$ cat config.mk
export PLATFORM = sky130hd
export DESIGN_NAME = adder_arbiter_ctrl_flat
export DESIGN_NICKNAME = d
export VERILOG_FILES = /design/src/rtl/adder_pkg.sv /design/src/rtl/adder_arbiter_ctrl_if.sv /design/src/rtl/adder_core.sv /design/src/rtl/adder_arbiter_ctrl.sv /design/src/flat_wrapper.sv
export SDC_FILE = /design/constraint.sdc
export NUM_CORES = 1
export LEC_CHECK = 0
export CAP_MARGIN = 20
export CORE_MARGIN = 2
export CORE_UTILIZATION = 45
export DETAILED_ROUTE_END_ITERATION = 8
export MAX_ROUTING_LAYER = met4
export PLACE_DENSITY = 0.81
export SETUP_SLACK_MARGIN = 0.15
export SYNTH_ARGS = -nofsm -noshare
export SYNTH_HDL_FRONTEND = slang
export SYNTH_SLANG_ARGS = --single-unit
$ cat constraint.sdc
create_clock -name clk -period 3.1 [get_ports clk]
set_clock_uncertainty 0.2 [all_clocks]
set_input_delay 0.62 -clock clk [delete_from_list [all_inputs] [get_ports clk]]
set_output_delay 0.62 -clock clk [all_outputs]
set_load 0.02 [all_outputs]
$ cat src/rtl/adder_pkg.sv
// Shared types and defaults for the two-requester adder arbiter slice.
//   state_t   : controller state encoding (IDLE -> EXEC -> DONE)
//   ADD_WIDTH : default operand width of the shared adder
package adder_pkg;

  localparam int unsigned ADD_WIDTH = 4;

  typedef enum logic [1:0] {
    ST_IDLE,
    ST_EXEC,
    ST_DONE
  } state_t;

endpackage

$ cat src/rtl/adder_arbiter_ctrl_if.sv
// Request/result bus between two requesters, a result consumer and the
// adder arbiter controller.
//   req0/a0/b0/gnt0 : requester 0 request, operands, one-cycle accept strobe
//   req1/a1/b1/gnt1 : requester 1 request, operands, one-cycle accept strobe
//   res_valid/res_ready/res_z/res_id : result valid/ready port, sum, source id
// master : requester/consumer side; slave : controller side.
interface adder_arbiter_ctrl_if
  import adder_pkg::*;
#(
  parameter int unsigned WIDTH = ADD_WIDTH
);

  logic             req0;
  logic [WIDTH-1:0] a0;
  logic [WIDTH-1:0] b0;
  logic             gnt0;
  logic             req1;
  logic [WIDTH-1:0] a1;
  logic [WIDTH-1:0] b1;
  logic             gnt1;
  logic             res_valid;
  logic             res_ready;
  logic [WIDTH:0]   res_z;
  logic             res_id;

  modport master (
    output req0, a0, b0, req1, a1, b1, res_ready,
    input  gnt0, gnt1, res_valid, res_z, res_id
  );

  modport slave (
    input  req0, a0, b0, req1, a1, b1, res_ready,
    output gnt0, gnt1, res_valid, res_z, res_id
  );

endinterface

$ cat src/rtl/adder_core.sv
// Combinational adder: z = a + b, one bit wider than the operands so the
// sum can never overflow.
//   a, b : WIDTH-bit operands
//   z    : WIDTH+1-bit sum
module adder_core #(
  parameter int unsigned WIDTH = 4
) (
  input  logic [WIDTH-1:0] a,
  input  logic [WIDTH-1:0] b,
  output logic [WIDTH:0]   z
);

  always_comb begin
    z = {1'b0, a} + {1'b0, b};
  end

endmodule

$ cat src/rtl/adder_arbiter_ctrl.sv
// Round-robin arbiter and sequencer sharing one adder between two requesters.
// A winner is granted in IDLE, its operands are captured, the add runs in
// EXEC, and the sum is held on a valid/ready port in DONE until consumed.
//   clk      : rising-edge clock
//   reset    : synchronous, active-low reset
//   ena      : low blocks new grants and holds EXEC
//   bus      : request/grant/result bus (slave side)
//   busy     : high whenever the controller is not in IDLE
//   op_count : completed result handshakes, wraps
module adder_arbiter_ctrl
  import adder_pkg::*;
#(
  parameter int unsigned WIDTH     = ADD_WIDTH,
  parameter int unsigned CNT_W     = 8,
  parameter bit          PRIO_INIT = 1'b0
) (
  input  logic                  clk,
  input  logic                  reset,
  input  logic                  ena,
  adder_arbiter_ctrl_if.slave   bus,
  output logic                  busy,
  output logic [CNT_W-1:0]      op_count
);

  state_t           state;
  logic             ptr;
  logic [WIDTH-1:0] a_reg;
  logic [WIDTH-1:0] b_reg;
  logic             id_reg;
  logic [WIDTH:0]   sum;

  adder_core #(.WIDTH(WIDTH)) u_add (
    .a (a_reg),
    .b (b_reg),
    .z (sum)
  );

  // Grants are combinational so the requester sees its accept in the same
  // cycle it is sampled; masked while reset is asserted so nothing is
  // accepted during reset.
  always_comb begin
    bus.gnt0 = 1'b0;
    bus.gnt1 = 1'b0;
    if (reset && ena && (state == ST_IDLE)) begin
      if (bus.req0 && bus.req1) begin
        bus.gnt0 = ~ptr;
        bus.gnt1 = ptr;
      end else begin
        bus.gnt0 = bus.req0;
        bus.gnt1 = bus.req1;
      end
    end
  end

  always_comb begin
    busy = (state != ST_IDLE);
  end

  always_ff @(posedge clk) begin
    if (!reset) begin
      state         <= ST_IDLE;
      ptr           <= PRIO_INIT;
      a_reg         <= '0;
      b_reg         <= '0;
      id_reg        <= 1'b0;
      bus.res_valid <= 1'b0;
      bus.res_z     <= '0;
      bus.res_id    <= 1'b0;
      op_count      <= '0;
    end else begin
      unique case (state)
        ST_IDLE: begin
          if (bus.gnt0 || bus.gnt1) begin
            a_reg  <= bus.gnt1 ? bus.a1 : bus.a0;
            b_reg  <= bus.gnt1 ? bus.b1 : bus.b0;
            id_reg <= bus.gnt1;
            state  <= ST_EXEC;
          end
        end
        ST_EXEC: begin
          if (ena) begin
            bus.res_z     <= sum;
            bus.res_id    <= id_reg;
            bus.res_valid <= 1'b1;
            state         <= ST_DONE;
          end
        end
        ST_DONE: begin
          // Handshake completes independently of ena.
          if (bus.res_ready) begin
            bus.res_valid <= 1'b0;
            op_count      <= op_count + 1'b1;
            ptr           <= ~bus.res_id;
            state         <= ST_IDLE;
          end
        end
        default: state <= ST_IDLE;
      endcase
    end
  end

endmodule

$ cat src/flat_wrapper.sv
// flat-port wrapper written by rule: the top's interface ports become plain ports
module adder_arbiter_ctrl_flat import adder_pkg::*;
#(
  parameter int unsigned WIDTH     = ADD_WIDTH,
  parameter int unsigned CNT_W     = 8,
  parameter bit          PRIO_INIT = 1'b0
)
  (clk, reset, ena, busy, op_count, bus_req0, bus_a0, bus_b0, bus_req1, bus_a1, bus_b1, bus_res_ready, bus_gnt0, bus_gnt1, bus_res_valid, bus_res_z, bus_res_id);
  adder_arbiter_ctrl_if #(.WIDTH(WIDTH)) bus_i ();
  input  logic clk;
  input  logic reset;
  input  logic ena;
  output logic busy;
  output logic [CNT_W-1:0] op_count;
  input wire logic [$bits(bus_i.req0)-1:0] bus_req0;
  input wire logic [$bits(bus_i.a0)-1:0] bus_a0;
  input wire logic [$bits(bus_i.b0)-1:0] bus_b0;
  input wire logic [$bits(bus_i.req1)-1:0] bus_req1;
  input wire logic [$bits(bus_i.a1)-1:0] bus_a1;
  input wire logic [$bits(bus_i.b1)-1:0] bus_b1;
  input wire logic [$bits(bus_i.res_ready)-1:0] bus_res_ready;
  output wire logic [$bits(bus_i.gnt0)-1:0] bus_gnt0;
  output wire logic [$bits(bus_i.gnt1)-1:0] bus_gnt1;
  output wire logic [$bits(bus_i.res_valid)-1:0] bus_res_valid;
  output wire logic [$bits(bus_i.res_z)-1:0] bus_res_z;
  output wire logic [$bits(bus_i.res_id)-1:0] bus_res_id;
  assign bus_i.req0 = bus_req0;
  assign bus_i.a0 = bus_a0;
  assign bus_i.b0 = bus_b0;
  assign bus_i.req1 = bus_req1;
  assign bus_i.a1 = bus_a1;
  assign bus_i.b1 = bus_b1;
  assign bus_i.res_ready = bus_res_ready;
  assign bus_gnt0 = bus_i.gnt0;
  assign bus_gnt1 = bus_i.gnt1;
  assign bus_res_valid = bus_i.res_valid;
  assign bus_res_z = bus_i.res_z;
  assign bus_res_id = bus_i.res_id;
  adder_arbiter_ctrl #(.WIDTH(WIDTH), .CNT_W(CNT_W), .PRIO_INIT(PRIO_INIT)) u_core (.clk(clk), .reset(reset), .ena(ena), .bus(bus_i), .busy(busy), .op_count(op_count));
endmodule
==> flow_metrics.tcl, run 1 <==
set metrics [dict create \
    most_area_consuming_cells_after_synthesis "sky130_fd_sc_hd__dfxtp_1, sky130_fd_sc_hd__o311a_1, sky130_fd_sc_hd__nand2_1" \
    tritoncts_clock_tree "built" \
    drt_pre_antenna_iters 4 \
    grt_use_total 0.193 \
    ys_warn_count 0 \
    arrival_ns 1.90 \
    p_int_w 0.000470 \
    h_tree_levels 1 \
    die_extent_in_x_um 60.1 \
    reg.largest.list "u_core.op_count x8, u_core.bus.res_z x5" \
    holdPathStages 2 \
    cts_sinks 27 \
    post_cts.resized_instances 2 \
    cellLeakagePower_nw 0.734 \
    ys_types 40 \
    drive_above_1_share 0.0725 \
    worstPathRequired_ns 2.28 \
    design.die.area_mm2 0.00361 \
    tightestPinTransition_ns 0.672 \
    comb_power_share 0.187 \
    cts_made_buffers 3 \
    routabilityCongestion 0.802 \
    floorplan.initialDensity 0.468 \
    floorplan.core_area_mm2 0.00303 \
    vdd_ir_drop_max_v 0.000170 \
    synth_area_mm2 0.00142 \
    synth_async_sr_flop_share 0 \
    cts_stage_hold_buffer_count 0 \
    cp_cell_sequence "clkdlybuf4s50_1 -> and4bb_2 -> and3_1 -> dlygate4sd2_1" \
    worst_hold_startpoint "u_core.bus.res_z[1]" \
    layout-area-overhead-vs-synth_pct 32.6 \
    cts_setup_buffers 0 \
    setup_viol_count_final 0 \
    power_switching_w 0.000168 \
    drt_wl_total_mm 3.13 \
    path_clk_slew_ns 0.14 \
    setup-tns-final_ns 0 \
    hpwlAfterDp_mm 2.44 \
    root_buffer "sky130_fd_sc_hd__clkbuf_4" \
    most_common_library_cell_in_the_layout_ignoring_fill_and_taps "sky130_fd_sc_hd__clkdlybuf4s50_1" \
    hp-class "flip-flop to flip-flop" \
    post-synth-top-area-fraction 0.382 \
    synth.avg_cell_area_um2 8.38 \
    grt_overflow_total 0 \
    seq_area_frac_synth 0.382 \
    setup.worst_path.end_class "primary output" \
    drc 0 \
    timing.rr.end "u_core.b_reg[1]" \
    vias 1340 \
    critical_path_peak_fanout 3 \
    floorplan.die.height_um 60.1 \
    critical_path.reg2reg.startpoint "u_core.state[0]" \
    maxSlewViolCount 0 \
    detail-route-antenna-nets 0 \
    rows 20 \
    grt_antenna_before_repair 0 \
    design.final.nets 236 \
    worst_slew_margin_rel 0.549 \
    postSynthNetCount 197 \
    synthesis.instances 169 \
    timing.critical_path.from_type "input port" \
    rrSetupSlack_ns 1.19 \
    top_register "u_core.op_count" \
    achievable-frequency_mhz 368 \
    cts-root-to-sink-buffers 2 \
    synth_enable_flop_cells 0 \
    synth_area_leader "sky130_fd_sc_hd__dfxtp_1" \
    reg2regPathDepth 4 \
    ioPinCount 40 \
    synth.ff_latch_count 27 \
    flip_flop_count_of_the_largest_register_after_layout 8 \
    number_of_global_route_vias_before_repair 1236 \
    port_buffers 39 \
    timing.setup.critical_path_class "input port to primary output" \
    antennaDiodeCount 0 \
    insertion_delay_ns 0.32 \
    rsz0062_at_grt "no" \
    maxCapViolations 0 \
    crit_path_top_delay_cell "sky130_fd_sc_hd__clkdlybuf4s50_1" \
    sequential_group_share_of_total_power 0.575 \
    synth-main-ff-cell "sky130_fd_sc_hd__dfxtp_1" \
    fin_crit_period_ns 2.72 \
    most-common-layout-cells "sky130_fd_sc_hd__clkdlybuf4s50_1, sky130_fd_sc_hd__dfxtp_1, sky130_fd_sc_hd__nand2_1, sky130_fd_sc_hd__a21oi_1" \
    pwr-share-clk 0.238 \
    final_min_period_over_clock_period 0.876 \
    sw_frac_of_total 0.264 \
    finalHoldViolCount 0 \
    critical-path-max-stage-delay_ns 0.48 \
    status "completed" \
    detail_route.wl_per_cell_um 12.5 \
    power_total_w 0.000639 \
    first_iter_violations 53 \
    timing.hold.worst_endpoint "u_core.bus.res_z[1]" \
    grt_pass1_wl_mm 5.28 \
    grt_start_max_net_pins 18 \
    vias_per_cell 5.34 \
    powerDensity_mw_per_mm2 340 \
]
==> per-layer routing <==
metal / global-route usage / vias to the layer above / part of all wire
li1: - / 692 / -
met1: 0.250 / 615 / 0.47
met2: 0.317 / 29 / 0.48
met3: 0.0195 / 4 / 0.040
met4: 0.0571 / 0 / 0.010
met5: - / - / 0
==> power groups by stage <==
stage | clock [W] | sequential [W] | combinational (W)
after floorplan | 0 | 0.000376 | 0.0000659
after detailed placement | 0 | 0.000375 | 0.000120
after CTS | 0.000154 | 0.000367 | 0.000120
after global routing | 0.000173 | 0.000369 | 0.000133
after global placement | 0 | 0.000374 | 0.000118
final | 0.000152 | 0.000367 | 0.000120
==> critical path: cells and delay by family <==
kind / cells / cell delay (ns)
buffers and inverters: 2 / 0.81
and+or+nand+nor: 2 / 0.46
==> worst max path at each step <==
stage,cells past startpoint,endpoint,slack [ns],from
floorplan,3,bus_gnt0,0.99,ena
global placement,4,bus_gnt0,0.13,reset
global route,4,bus_gnt0,0.34,reset
detailed placement,4,bus_gnt0,0.12,reset
CTS,4,bus_gnt0,0.38,reset
finish,4,bus_gnt0,0.38,reset
==> final cells by class <==
type | instances | area, um2
Sequential cell | 27 | 541
Tap cell | 44 | 55.1
Timing Repair Buffer | 45 | 433
Multi-Input combinational cell | 121 | 785
Inverter | 10 | 37.5
Fill cell | 276 | 1150
Clock inverter | 1 | 5.00
Clock buffer | 3 | 22.5
==> cell families (layout without fill, tap and decap cells) <==
group                    Yosys count  after routing  share of synthesized area
buffers and inverters             21             59                     0.0645
multiplexers                       1              1                    0.00707
AND/OR/NAND/NOR                   60             60                      0.222
adder cells (fa/ha/maj)            6              6                     0.0583
flip-flops                        27             27                      0.382
XOR/XNOR                           3              3                     0.0186
AO/OA/AOI/OAI                     51             51                      0.248
==> synth_stat cells (all sizes together), types with 2 or more instances <==
master  count
xnor2       2
or3         2
nand3       5
a31oi       8
buf         6
nand2b      2
nand2      20
dfxtp      27
o21ai       4
inv         9
clkbuf      5
or4         3
o21bai      9
nor2        8
and3        2
nor3        8
nand3b      2
o311a       8
a211oi      2
or2         2
ha          5
a21oi      14
o31ai       3
==> through the flow <==
step | setup slack, ns | cell area, um2 | util | instances | hold slack, ns
final | 0.384 | 1880 | 0.620 | 251 | 0.274
after global placement | 0.126 | 1850 | 0.612 | 247 | 0.244
after floorplan | 0.988 | 1420 | - | 169 | 0.232
after global routing | 0.339 | 1880 | 0.620 | 251 | 0.305
after CTS | 0.378 | 1880 | 0.620 | 251 | 0.274
after detailed placement | 0.115 | 1850 | 0.612 | 247 | 0.255
Power figures use the tool's default switching activity.
==> run 2: changes to the inputs <==
PLACE_DENSITY = 0.8   (was 0.81)
==> run 2 against run 1 <==
Global-route usage is 0.10 points lower. Count of clock-buffer cells in the layout unchanged. Hold slack lost 0.0056 ns. Setup slack got worse by 0.019 ns. Non-clock buffer count unchanged. Power up 1.3%. Highest routed layer unchanged.
==> flow_metrics.tcl, run 2 (synthesis gave the netlist of run 1 again) <==
set metrics [dict create \
    status "completed" \
    fin_crit_period_ns 2.74 \
    sequential_group_share_of_total_power 0.568 \
    final_min_period_over_clock_period 0.882 \
    setup.worst_path.end_class "primary output" \
    drc 0 \
    routabilityCongestion 0.779 \
    most-common-layout-cells "sky130_fd_sc_hd__clkdlybuf4s50_1, sky130_fd_sc_hd__dfxtp_1, sky130_fd_sc_hd__nand2_1, sky130_fd_sc_hd__a21oi_1" \
    reg.largest.list "u_core.op_count x8, u_core.bus.res_z x5" \
    post_cts.resized_instances 2 \
    setup-tns-final_ns 0 \
    timing.critical_path.from_type "input port" \
    hold-worst-slack_ns 0.268 \
    vias_per_cell 5.37 \
    layout-area-overhead-vs-synth_pct 32.8 \
    cts_stage_hold_buffer_count 0 \
    achievable-frequency_mhz 366 \
    number_of_global_route_vias_before_repair 1193 \
    pwr-share-clk 0.245 \
    powerDensity_mw_per_mm2 344 \
    drt_pre_antenna_iters 4 \
    port_buffers 39 \
    drt_wl_total_mm 3.19 \
    floorplan.core_area_mm2 0.00303 \
    rows 20 \
    power_switching_w 0.000175 \
    vdd_ir_drop_max_v 0.000137 \
    maxSlewViolCount 0 \
    floorplan.die.height_um 60.1 \
    grt_pass1_wl_mm 5.21 \
    setup_viol_count_final 0 \
    cellLeakagePower_nw 0.731 \
    hp-class "flip-flop to flip-flop" \
    tritoncts_clock_tree "built" \
    floorplan.initialDensity 0.468 \
    cts-root-to-sink-buffers 2 \
    design.die.area_mm2 0.00361 \
    path_clk_slew_ns 0.16 \
    h_tree_levels 1 \
    hpwlAfterDp_mm 2.50 \
    insertion_delay_ns 0.33 \
    grt_antenna_before_repair 0 \
    antennaDiodeCount 0 \
    first_iter_violations 40 \
    p_int_w 0.000472 \
    most_common_library_cell_in_the_layout_ignoring_fill_and_taps "sky130_fd_sc_hd__clkdlybuf4s50_1" \
    die_extent_in_x_um 60.1 \
    cts_made_buffers 3 \
    timing.setup.critical_path_class "input port to primary output" \
    sw_frac_of_total 0.271 \
    rsz0062_at_grt "no" \
    ioPinCount 40 \
    grt_overflow_total 0 \
    tightestPinTransition_ns 0.649 \
    root_buffer "sky130_fd_sc_hd__clkbuf_4" \
    drive_above_1_share 0.0725 \
    finalHoldViolCount 0 \
    maxCapViolations 0 \
    comb_power_share 0.188 \
    cts_setup_buffers 0 \
    top_register "u_core.op_count" \
    design.final.nets 236 \
    arrival_ns 1.92 \
    detail_route.wl_per_cell_um 12.7 \
    grt_use_total 0.192 \
    flip_flop_count_of_the_largest_register_after_layout 8 \
    worstPathRequired_ns 2.28 \
    critical_path_peak_fanout 3 \
    vias 1349 \
    detail-route-antenna-nets 0 \
    cts_sinks 27 \
    grt_start_max_net_pins 17 \
    worst_slew_margin_rel 0.565 \
]
## run 2: power by group through the flow
| stage | Clock, W | Combinational [W] | Sequential (W) |
|---|---|---|---|
| after floorplan | 0 | 0.0000659 | 0.000376 |
| after global placement | 0 | 0.000118 | 0.000374 |
| after detailed placement | 0 | 0.000122 | 0.000375 |
| after CTS | 0.000161 | 0.000122 | 0.000368 |
| after global routing | 0.000170 | 0.000133 | 0.000370 |
| final | 0.000158 | 0.000121 | 0.000367 |
## run 2: cell type report
cell class	count	area (um2)
tap	44	55.1
timing repair buffer	45	433
clock buffer	3	22.5
inverter	10	37.5
fill	274	1150
multi-input combinational	121	785
sequential	27	541
clock inverter	1	7.51
## run 2: path summary, 6_finish.rpt
| check | startpoint | endpoint | slack (ns) | cells after the start |
|---|---|---|---|---|
| min reg2reg | u_core.id_reg | u_core.bus.res_id | 0.27 | 2 |
| max reg2reg | u_core.state[0] | u_core.b_reg[1] | 1.18 | 4 |
| min | u_core.id_reg | u_core.bus.res_id | 0.27 | 2 |
| max | ena | bus_gnt1 | 0.36 | 4 |
## run 2: through the flow
step	instances	instance area (um2)	util	worst slack [ns]	power, W
after floorplan	169	1420	-	0.988	0.000442
after global placement	247	1850	0.612	0.127	0.000492
after detailed placement	247	1850	0.612	0.118	0.000497
after CTS	251	1880	0.621	0.374	0.000650
after global routing	251	1880	0.621	0.319	0.000673
final	251	1880	0.621	0.365	0.000647
## run 2: metal layers
layer  global-route usage  vias up  part of all wire
met1                0.242      615              0.49
met4               0.0635        0             0.012
li1                     -      692                 -
met5                    -        -                 0
met2                0.320       38              0.46
met3               0.0195        4             0.039
## run 2: worst max-delay path, cell delays in order
cell and delay (ns):
sky130_fd_sc_hd__clkdlybuf4s50_1 0.48, sky130_fd_sc_hd__and4bb_2 0.29, sky130_fd_sc_hd__and3_1 0.19, sky130_fd_sc_hd__dlygate4sd2_1 0.34
